## src/rtl/corrige_hamming_pkg.sv

```systemverilog
// Shared definitions for the Hamming(15,11) decoder: widths, bit layout and syndrome helpers.
package corrige_hamming_pkg;

    localparam int LARG_CODIGO = 15;
    localparam int LARG_DADO   = 11;
    localparam int LARG_SIND   = 4;

    // 1-based codeword positions of the parity bits
    localparam int POS_P1 = 1;
    localparam int POS_P2 = 2;
    localparam int POS_P4 = 4;
    localparam int POS_P8 = 8;

    typedef logic [LARG_CODIGO-1:0] codigo_t;
    typedef logic [LARG_DADO-1:0]   dado_t;
    typedef logic [LARG_SIND-1:0]   sind_t;

    function automatic bit eh_paridade(input int pos);
        return (pos == POS_P1) || (pos == POS_P2) || (pos == POS_P4) || (pos == POS_P8);
    endfunction

    // 1-based position of data bit di: the i-th non-parity position
    function automatic int pos_dado(input int i);
        int n;
        int r;
        n = 0;
        r = 0;
        for (int k = 1; k <= LARG_CODIGO; k++) begin
            if (!eh_paridade(k)) begin
                if (n == i) r = k;
                n++;
            end
        end
        return r;
    endfunction

    // Codeword bits covered by syndrome bit j (positions with bit j set)
    function automatic codigo_t mascara_sindrome(input int j);
        codigo_t m;
        m = '0;
        for (int k = 1; k <= LARG_CODIGO; k++) begin
            m[k-1] = ((k >> j) & 1) != 0;
        end
        return m;
    endfunction

    function automatic sind_t calc_sindrome(input codigo_t c);
        sind_t s;
        for (int j = 0; j < LARG_SIND; j++) begin
            s[j] = ^(c & mascara_sindrome(j));
        end
        return s;
    endfunction

endpackage

```

## src/rtl/corrige_hamming_sindrome.sv

```systemverilog
// Combinational 15->4 Hamming syndrome; the value equals the 1-based position of a single flipped bit.
module sindrome_hamming
    import corrige_hamming_pkg::*;
(
    input  logic [LARG_CODIGO-1:0] codigo,
    output logic [LARG_SIND-1:0]   sindrome
);

    genvar gi;
    generate
        for (gi = 0; gi < LARG_SIND; gi++) begin : g_bit
            localparam codigo_t MASCARA = mascara_sindrome(gi);
            assign sindrome[gi] = ^(codigo & MASCARA);
        end
    endgenerate

endmodule

```

## src/rtl/corrige_hamming.sv

```systemverilog
// Two-stage streaming Hamming(15,11) decoder: S1 registers word+syndrome, S2 corrects and extracts data.
module corrige_hamming
    import corrige_hamming_pkg::*;
#(
    parameter int LARGURA_CONTADOR = 16
)
(
    input  logic                        clk,
    input  logic                        rst,
    input  logic [LARG_CODIGO-1:0]      entrada,
    input  logic                        entrada_valida,
    output logic                        entrada_pronta,
    output logic [LARG_DADO-1:0]        saida,
    output logic                        saida_valida,
    input  logic                        saida_pronta,
    output logic [LARG_SIND-1:0]        sindrome,
    output logic                        erro_corrigido,
    input  logic                        limpa_contador,
    output logic [LARGURA_CONTADOR-1:0] contador_erros
);

    localparam logic [LARGURA_CONTADOR-1:0] CONT_MAX = '1;

    logic                        v1_reg;
    codigo_t                     codigo1_reg;
    sind_t                       sind1_reg;
    logic                        v2_reg;
    dado_t                       saida_reg;
    sind_t                       sind2_reg;
    logic                        erro2_reg;
    logic [LARGURA_CONTADOR-1:0] contador_reg;

    sind_t   sind_entrada;
    codigo_t codigo_corrigido;
    dado_t   dado_next;
    logic    pronta2;

    sindrome_hamming u_sindrome (
        .codigo   (entrada),
        .sindrome (sind_entrada)
    );

    // S2 can load when empty or when its word leaves this cycle
    assign pronta2        = !v2_reg || saida_pronta;
    assign entrada_pronta = !v1_reg || pronta2;

    genvar gi;
    generate
        // Syndrome 0 matches no position, so a clean word passes untouched
        for (gi = 0; gi < LARG_CODIGO; gi++) begin : g_corrige
            assign codigo_corrigido[gi] = codigo1_reg[gi] ^ (sind1_reg == LARG_SIND'(gi + 1));
        end
        for (gi = 0; gi < LARG_DADO; gi++) begin : g_extrai
            localparam int POS = pos_dado(gi);
            assign dado_next[gi] = codigo_corrigido[POS-1];
        end
    endgenerate

    always_ff @(posedge clk) begin
        if (rst) begin
            v1_reg       <= 1'b0;
            codigo1_reg  <= '0;
            sind1_reg    <= '0;
            v2_reg       <= 1'b0;
            saida_reg    <= '0;
            sind2_reg    <= '0;
            erro2_reg    <= 1'b0;
            contador_reg <= '0;
        end else begin
            if (entrada_pronta) begin
                v1_reg <= entrada_valida;
                if (entrada_valida) begin
                    codigo1_reg <= entrada;
                    sind1_reg   <= sind_entrada;
                end
            end
            if (pronta2) begin
                v2_reg <= v1_reg;
                if (v1_reg) begin
                    saida_reg <= dado_next;
                    sind2_reg <= sind1_reg;
                    erro2_reg <= (sind1_reg != '0);
                end
            end
            if (limpa_contador) begin
                contador_reg <= '0;
            end else if (v2_reg && saida_pronta && erro2_reg && (contador_reg != CONT_MAX)) begin
                contador_reg <= contador_reg + 1'b1;
            end
        end
    end

    assign saida          = saida_reg;
    assign saida_valida   = v2_reg;
    assign sindrome       = sind2_reg;
    assign erro_corrigido = erro2_reg;
    assign contador_erros = contador_reg;

endmodule

```

## config.mk

```make
export PLATFORM = sky130hd
export DESIGN_NAME = corrige_hamming
export DESIGN_NICKNAME = d
export VERILOG_FILES = /design/src/rtl/corrige_hamming_pkg.sv /design/src/rtl/corrige_hamming_sindrome.sv /design/src/rtl/corrige_hamming.sv
export SDC_FILE = /design/constraint.sdc
export NUM_CORES = 1
export LEC_CHECK = 0
export BUFFER_PORTS_ARGS = -buffer_cell sky130_fd_sc_hd__buf_4
export CORE_MARGIN = 2
export CORE_UTILIZATION = 48
export CTS_CLUSTER_SIZE = 12
export DETAILED_ROUTE_END_ITERATION = 8
export PLACE_DENSITY_LB_ADDON = 0.08
export SYNTH_ARGS = -nofsm -noshare
export SYNTH_HDL_FRONTEND = slang
export SYNTH_SLANG_ARGS = --single-unit
```

## constraint.sdc

```tcl
create_clock -name clk -period 2.2 [get_ports clk]
set_clock_uncertainty 0.1 [all_clocks]
set_input_delay 0.44 -clock clk [delete_from_list [all_inputs] [get_ports clk]]
set_output_delay 0.44 -clock clk [all_outputs]
set_load 0.1 [all_outputs]
```

==> results of run 1 <==
[tightest hold or removal path, cell delays in order]
cell,delay [ns]
buf_4,0.08
nor2_1,0.03
o21a_1,0.08
[worst paths after layout]
path / start / to / slack, ns / cells after the start
max: contador_erros[5]$_SDFFE_PP0P_ / contador_erros[15]$_SDFFE_PP0P_ / 0.19 / 4
min: limpa_contador / contador_erros[11]$_SDFFE_PP0P_ / 0.27 / 3
max reg2reg: contador_erros[5]$_SDFFE_PP0P_ / contador_erros[15]$_SDFFE_PP0P_ / 0.19 / 4
min reg2reg: v1_reg$_SDFFE_PP0P_ / saida_valida$_SDFFE_PP0P_ / 0.36 / 2
[power by group through the flow]
stage | clock [mW] | combinational (mW) | sequential (mW)
global route | 0.649 | 0.477 | 0.964
floorplan | 0 | 0.213 | 1.11
CTS | 0.630 | 0.450 | 0.958
detailed placement | 0 | 0.447 | 0.979
finish | 0.610 | 0.447 | 0.959
global placement | 0 | 0.444 | 0.978
[final cells by class]
type / count / area, µm² / area share
Clock inverter: 2 / 16.3 / 0.00555
Sequential cell: 49 / 1040 / 0.353
Inverter: 4 / 15.0 / 0.00512
Timing Repair Buffer: 58 / 435 / 0.149
Tap cell: 54 / 67.6 / 0.0230
Clock buffer: 6 / 93.8 / 0.0320
Multi-Input combinational cell: 201 / 1270 / 0.432
[through the flow]
stage	cells	total power [mW]
2_1_floorplan	268	1.32
3_3_place_gp	366	1.42
3_5_place_dp	366	1.43
4_1_cts	374	2.04
5_1_grt	374	2.09
6_report	374	2.02
[synth_stat cells (all sizes together)]
cell type	instances
o2111ai	1
o31ai	6
xor2	3
nand2b	5
o41ai	1
o21ai	5
inv	4
nor2	34
or4	7
clkbuf	11
dfxtp	49
a21oi	25
xnor2	25
and2	2
o21a	2
nand2	30
nand3	6
or2	3
and3	3
buf	3
nor3	3
a211oi	16
ha	1
nand3b	1
or3	5
mux2i	5
nor4	3
xnor3	3
and4	1
nand4	5
[kinds of logic after synthesis]
| logic type | after synthesis |
|---|---|
| xor gates and xnor gates | 31 |
| adders and majority gates | 1 |
| muxes | 5 |
| AOI/OAI and AO/OA | 56 |
| buffers and inverters | 18 |
| and+or+nand+nor | 108 |
| DFF | 49 |
[per-layer routing]
metal  wire [µm]  vias to the layer above  global-route usage
li1            -                     1047                   -
met1        2510                      887               0.281
met2        2120                       44               0.284
met3         226                        6              0.0442
met4          68                        0              0.0617
met5           0                        -                   0
==> flow_metrics.tcl, run 1 <==
set metrics [dict create \
    outcome "finished, final reports clean" \
    ctsHtreeMaxLevel 2 \
    max_freq_ghz 0.497 \
    wl_per_cell_um 13.2 \
    ys_ff_latch 49 \
    fillCellCount 414 \
    yosys.area_share.simple 0.226 \
    internal-power_mw 1.37 \
    maxSlewViolCount 0 \
    postCtsSetupBuffers 0 \
    grt_usage 0.194 \
    layout_commonest_cell "buf_4" \
    holdBufCountCts 0 \
    critPathSlowestCell "or4_1" \
    rsz0062_at_grt "false" \
    synth_top_family_by_area "simple AND/OR/NAND/NOR gates" \
    finalCritPeriodShare 0.915 \
    cap_viol_max_count 0 \
    drive_above_1_share 0.288 \
    critPathBufInv 0 \
    ir_worst_vdd_mv 0.478 \
    grt_first_pass_wirelength_um 8090 \
    dieHeight_um 73.1 \
    p_leak_nw 1.10 \
    firstDrtPassIters 4 \
    crit_path_frequent_cell "or4_1" \
    drt_iter0_markers 84 \
    viasPerCell 5.30 \
    criticalPathCategory "flip-flop to flip-flop" \
    post-place-ws_ns 0.138 \
    synth_compound_area_frac 0.152 \
    path_clk_slew_ns 0.09 \
    yosys_warnings 0 \
    synth_top_area_share 0.428 \
    path_cells "nand4_1 > or4_1 > or4_1 > a21oi_1" \
    fin_hold_ws_ns 0.270 \
    start_kind "flip-flop" \
    critPathTopFamily "simple AND/OR/NAND/NOR gates" \
    utilization 0.629 \
    die_width_um 73.1 \
    ys_seq_area_frac 0.428 \
    period_minus_slack_ns 2.01 \
    muxShareOfSynthArea 0.0218 \
    grt_max_degree 36 \
    worst_pin_slew_ns 0.697 \
    synth_fa_ha_area_frac 0.00546 \
    ant_nets 0 \
    io_buffers 53 \
    p_sw_mw 0.644 \
    crit_fanout 7 \
    initial_core_util 0.492 \
    antenna_cells 0 \
    synth-xor-area-share 0.137 \
    grt_overflow 0 \
    die_area_um2 5340 \
    antenna_found_initial 0 \
    fin_area_um2 2930 \
    dp_hpwl_um 3530 \
    max_stage_delay_ns 0.63 \
    synthesis.area_um2 2290 \
    ios 54 \
    synthTopCellsByArea "dfxtp_1, xnor2_1, nor2_1, a21oi_1, a211oi_1" \
    nets 340 \
    dpl_cell_area_um2 2820 \
    syn_nets 289 \
    cts-resized-gates 0 \
    drc 0 \
    finalSetupViolCount 0 \
    largest_reg_flops 16 \
    synthCells 268 \
    clockRootBuffer "clkbuf_8" \
    hold_viol_final 0 \
    synth_cell_types 31 \
    max_slew_margin 0.536 \
    power_switching_share 0.319 \
    cts_sinks 49 \
    synthToLayoutAreaGrowth_pct 28.0 \
    cts_tree "done" \
    yosysTopAreaCell "dfxtp_1" \
    hold_class "input port to flip-flop" \
    clkLatencyLatePin_ns 0.30 \
    comb_power_share 0.222 \
    num_rows 25 \
    fin_ws_ns 0.187 \
    totalWireLength_um 4920 \
    gp_congestion 0.773 \
    final_cell_mix "buf_4, nor2_1, dfxtp_1" \
    clock_path_buffers 2 \
    via_count 1984 \
    setup.worst_path.end_class "flip-flop" \
    sequentialPowerShare 0.476 \
    core_region_area_um2 4660 \
    cts_made_buffers 5 \
    grt_pass1_vias 1777 \
    setup_tns_ns 0 \
    p_per_area_nw_per_um2 688 \
    cp.arrival_ns 2.15 \
    syn_area_per_cell_um2 8.55 \
    clkPwrFrac 0.303 \
    required_ns 2.33 \
]
No activity file was read; power rests on OpenSTA's default activity.
==> inputs of run 2 (changes only) <==
--- a/config.mk
+++ b/config.mk
@@ -11,6 +11,7 @@
 export CTS_CLUSTER_SIZE = 12
 export DETAILED_ROUTE_END_ITERATION = 8
 export PLACE_DENSITY_LB_ADDON = 0.08
+export REMOVE_ABC_BUFFERS = 1
 export SYNTH_ARGS = -nofsm -noshare
 export SYNTH_HDL_FRONTEND = slang
 export SYNTH_SLANG_ARGS = --single-unit
==> run 2 against run 1 <==
Combinational power is 3% lower. Clock power shrank 13%. Power is 4.2% lower. Die area unchanged. Non-clock buffer count increased by 1. Cell count unchanged. Cell area down 3.1%. Utilization decreased by 2.0 points. Clock-buffer cell count up 1. Sequential share of layout area shrank 0.80 points. Largest cell class unchanged.
==> flow_metrics.tcl, run 2 (synthesized netlist as in run 1, its figures left out) <==
set metrics [dict create \
    viasPerCell 5.28 \
    finalCritPeriodShare 0.925 \
    worst_pin_slew_ns 0.431 \
    p_leak_nw 1.08 \
    outcome "finished, final reports clean" \
    ios 54 \
    holdBufCountCts 0 \
    sequentialPowerShare 0.502 \
    rrSetupSlack_ns 0.17 \
    via_count 1975 \
    drive_above_1_share 0.216 \
    largest_reg_flops 16 \
    synthToLayoutAreaGrowth_pct 24.0 \
    max_slew_margin 0.713 \
    setup.worst_path.end_class "flip-flop" \
    firstDrtPassIters 4 \
    p_sw_mw 0.594 \
    routed-wl-met3_um 220 \
    die_area_um2 5340 \
    setup_tns_ns 0 \
    start_kind "flip-flop" \
    initial_core_util 0.492 \
    postCtsSetupBuffers 0 \
    num_rows 25 \
    dpl_cell_area_um2 2750 \
    dieHeight_um 73.1 \
    criticalPathCategory "flip-flop to flip-flop" \
    path_clk_slew_ns 0.08 \
    cap_viol_max_count 0 \
    totalWireLength_um 4780 \
    cts-resized-gates 0 \
    fin_area_um2 2840 \
    clockRootBuffer "clkbuf_8" \
    final_cell_mix "buf_4, dfxtp_1, nor2_1" \
    grt_first_pass_wirelength_um 8220 \
    drc 0 \
    ir_worst_vdd_mv 0.350 \
    grt_max_degree 36 \
    total_power_mw 1.93 \
    m1WireLength_um 2190 \
    core_region_area_um2 4660 \
    ant_nets 0 \
    path_cells "nand4_1 > or4_1 > or4_1 > a21oi_1" \
    cts_made_buffers 5 \
    required_ns 2.33 \
    dr.max_layer_used "met4" \
    hold_class "input port to flip-flop" \
    power_switching_share 0.307 \
    cts_tree "done" \
    layout_commonest_cell "buf_4" \
    cp.arrival_ns 2.17 \
    crit_path_frequent_cell "or4_1" \
    grt_usage 0.195 \
    max_freq_ghz 0.492 \
    finalSetupViolCount 0 \
    critPathSlowestCell "or4_1" \
    internal-power_mw 1.34 \
    crit_fanout 7 \
    grt_overflow 0 \
    p_per_area_nw_per_um2 680 \
    fillCellCount 457 \
    antenna_cells 0 \
    die_width_um 73.1 \
    drt_iter0_markers 68 \
    cts_sinks 49 \
    nets 341 \
    clkPwrFrac 0.274 \
    antenna_found_initial 0 \
    grt_pass1_vias 1828 \
    hold_viol_final 0 \
    rsz0062_at_grt "false" \
    dr_wl_met2_um 2320 \
    period_minus_slack_ns 2.03 \
    maxSlewViolCount 0 \
    clkLatencyLatePin_ns 0.30 \
    wl_per_cell_um 12.8 \
    clock_path_buffers 2 \
    dp_hpwl_um 3460 \
    utilization 0.609 \
    ctsHtreeMaxLevel 2 \
    comb_power_share 0.225 \
    gp_congestion 0.893 \
    max_stage_delay_ns 0.62 \
    io_buffers 53 \
]
run 2: cell count changes in the layout (fill, tap and decap cells not counted):
| cell | previous run | this run |
|---|---|---|
| dfxtp_4 | 13 | 0 |
| a211oi_1 | 12 | 16 |
| clkinvlp_4 | 1 | 0 |
| clkbuf_16 | 1 | 0 |
| dfxtp_2 | 5 | 0 |
| dfxtp_1 | 31 | 49 |
| clkinv_4 | 1 | 0 |
| clkbuf_1 | 0 | 1 |
| buf_4 | 58 | 59 |
| clkbuf_8 | 5 | 6 |
| a211oi_2 | 4 | 0 |
run 2: area by class of cell:
class / count / area [µm²] / share of cell area
multi-input combinational: 201 / 1250 / 0.439
tap: 54 / 67.6 / 0.0238
clock buffer: 7 / 86.3 / 0.0304
inverter: 4 / 15.0 / 0.00529
sequential: 49 / 981 / 0.345
timing repair buffer: 59 / 443 / 0.156
run 2: path summary, 6_finish.rpt:
check / to / startpoint / cells past startpoint
setup / recovery: contador_erros[15]$_SDFFE_PP0P_ / contador_erros[5]$_SDFFE_PP0P_ / 4
hold / removal: contador_erros[11]$_SDFFE_PP0P_ / limpa_contador / 3
setup reg to reg: contador_erros[15]$_SDFFE_PP0P_ / contador_erros[5]$_SDFFE_PP0P_ / 4
hold reg to reg: codigo1_reg[8]$_SDFFE_PP0P_ / codigo1_reg[8]$_SDFFE_PP0P_ / 2
run 2: worst max-delay path, delay by kind of cell, from the launching register on:
kind / cells / cell delay [ns]
flops: 1 / 0.42
simple gates: 3 / 1.32
compound gates: 1 / 0.14
run 2: layer usage:
layer / GRT usage / up-vias
li1: - / 1039
met1: 0.248 / 888
met2: 0.325 / 44
met3: 0.0456 / 4
met4: 0.0617 / 0
met5: 0 / -
run 2: per-stage QoR:
stage / std cells / worst slack (ns) / hold slack (ns)
detailed placement: 367 / 0.163 / 0.361
global placement: 367 / 0.171 / 0.355
finish: 374 / 0.166 / 0.282
CTS: 374 / 0.159 / 0.267
floorplan: 254 / -1.20 / 0.328
global route: 374 / 0.0552 / 0.278
run 2: power by group through the flow:
stage          clock network (mW)  logic [mW]  registers (mW)
2_1_floorplan                   0       0.184            1.13
3_3_place_gp                    0       0.434           0.990
3_5_place_dp                    0       0.437           0.991
4_1_cts                     0.558       0.438           0.970
5_1_grt                     0.591       0.469           0.977
6_report                    0.529       0.434           0.969
==> inputs of run 3 (changes only) <==
--- a/config.mk
+++ b/config.mk
@@ -6,6 +6,7 @@
 export NUM_CORES = 1
 export LEC_CHECK = 0
 export BUFFER_PORTS_ARGS = -buffer_cell sky130_fd_sc_hd__buf_4
+export CORE_ASPECT_RATIO = 1.5
 export CORE_MARGIN = 2
 export CORE_UTILIZATION = 48
 export CTS_CLUSTER_SIZE = 12
==> run 3 against run 2 <==
Clock power grew 8.5%. Cell area grew 1.2%. Sequential power is essentially flat. First-iteration DRC count grew 51%. Utilization grew 2.4 points. Non-clock buffer count grew 1. Combinational power is essentially flat. Sequential share of layout area shrank 0.42 points. Worst hold slack gained 0.0060 ns. Maximum frequency grew 1.9%. Wire length shrank 2.8%. Critical endpoint unchanged. Largest power group unchanged.
==> flow_metrics.tcl, run 3 (synthesized netlist as in run 1, its figures left out) <==
set metrics [dict create \
    rsz0062_at_grt "false" \
    dpl_cell_area_um2 2770 \
    clockRootBuffer "clkbuf_8" \
    fin_area_um2 2880 \
    finalCritPeriodShare 0.908 \
    hold_viol_final 0 \
    max_slew_margin 0.747 \
    required_ns 2.33 \
    grt_usage 0.186 \
    cts-resized-gates 0 \
    antenna_found_initial 0 \
    p_per_area_nw_per_um2 687 \
    grt_first_pass_wirelength_um 7560 \
    viasPerCell 5.13 \
    final_cell_mix "buf_4, dfxtp_1, nor2_1" \
    gp_congestion 0.862 \
    total_power_mw 1.98 \
    cap_viol_max_count 0 \
    largest_reg_flops 16 \
    initial_core_util 0.504 \
    cts_tree "done" \
    path_clk_slew_ns 0.09 \
    io_buffers 53 \
    cts_sinks 49 \
    grt_overflow 0 \
    synthToLayoutAreaGrowth_pct 25.5 \
    criticalPathCategory "flip-flop to flip-flop" \
    postCtsSetupBuffers 0 \
    grt_max_degree 36 \
    drc 0 \
    nets 342 \
    grt_pass1_vias 1730 \
    start_kind "flip-flop" \
    wl_per_cell_um 12.0 \
    ctsHtreeMaxLevel 2 \
    antenna_cells 0 \
    rrSetupSlack_ns 0.20 \
    setup_tns_ns 0 \
    die_area_um2 5350 \
    totalWireLength_um 4640 \
    layout_commonest_cell "buf_4" \
    period_minus_slack_ns 2.00 \
    instances_no_fill 386 \
    cts_made_buffers 5 \
    hold_class "input port to flip-flop" \
    drt_iter0_markers 103 \
    post-place-ws_ns 0.158 \
    cp.arrival_ns 2.13 \
    clkLatencyLatePin_ns 0.30 \
    num_rows 30 \
    setup.worst_path.end_class "flip-flop" \
    fin_hold_ws_ns 0.288 \
    dieHeight_um 88.6 \
    max_freq_ghz 0.501 \
    worst_pin_slew_ns 0.379 \
    post-place-cells 378 \
    finalSetupViolCount 0 \
    fin_ws_ns 0.203 \
    drive_above_1_share 0.224 \
    outcome "finished, final reports clean" \
    ir_worst_vdd_mv 0.454 \
    ant_nets 0 \
    utilization 0.633 \
    die_width_um 60.4 \
    holdBufCountCts 0 \
    p_leak_nw 1.09 \
    dp_hpwl_um 3540 \
    clock_path_buffers 2 \
    ios 54 \
    maxSlewViolCount 0 \
    crit_fanout 6 \
    via_count 1982 \
    core_region_area_um2 4540 \
    firstDrtPassIters 4 \
]
-- run 3: cell types whose count changed in the layout (fill, tap and decap cells not counted), sizes merged --
cell    change
buf         +1
clkinv      +1
-- run 3: layout make-up --
cell class | instances | area [µm²]
well taps | 64 | 80.1
flip-flops and latches | 49 | 981
fillers | 419 | 1670
clock buffers | 7 | 96.3
repair buffers | 60 | 450
inverters | 4 | 15.0
clock inverters | 1 | 5.00
multi-input cells | 201 | 1250
-- run 3: power by group --
part           internal [mW]  leakage (nW)  switching (mW)
Combinational          0.158         0.638           0.274
Sequential             0.930         0.401          0.0399
Clock                  0.284        0.0542           0.290
Total                   1.37          1.09           0.604
-- run 3: worst max-delay path, stage by stage (launching register included) --
cell and delay, ns:
dfxtp_1 0.41, nand3_1 0.14, or4_1 0.64, or4_1 0.50, a21oi_1 0.14
-- run 3: final timing paths --
path	start	to	depth (start not counted)
worst max-delay path	contador_erros[9]$_SDFFE_PP0P_	contador_erros[15]$_SDFFE_PP0P_	4
worst min-delay path	limpa_contador	contador_erros[11]$_SDFFE_PP0P_	3
worst max register to register	contador_erros[9]$_SDFFE_PP0P_	contador_erros[15]$_SDFFE_PP0P_	4
worst min register to register	codigo1_reg[14]$_SDFFE_PP0P_	codigo1_reg[14]$_SDFFE_PP0P_	2
-- run 3: per-layer routing --
| metal | vias up | routed length [µm] | track usage |
|---|---|---|---|
| met5 | - | 0 | 0 |
| met4 | 0 | 82 | 0.0771 |
| met3 | 5 | 177 | 0.0336 |
| met2 | 39 | 2470 | 0.346 |
| met1 | 891 | 1910 | 0.199 |
| li1 | 1047 | - | - |
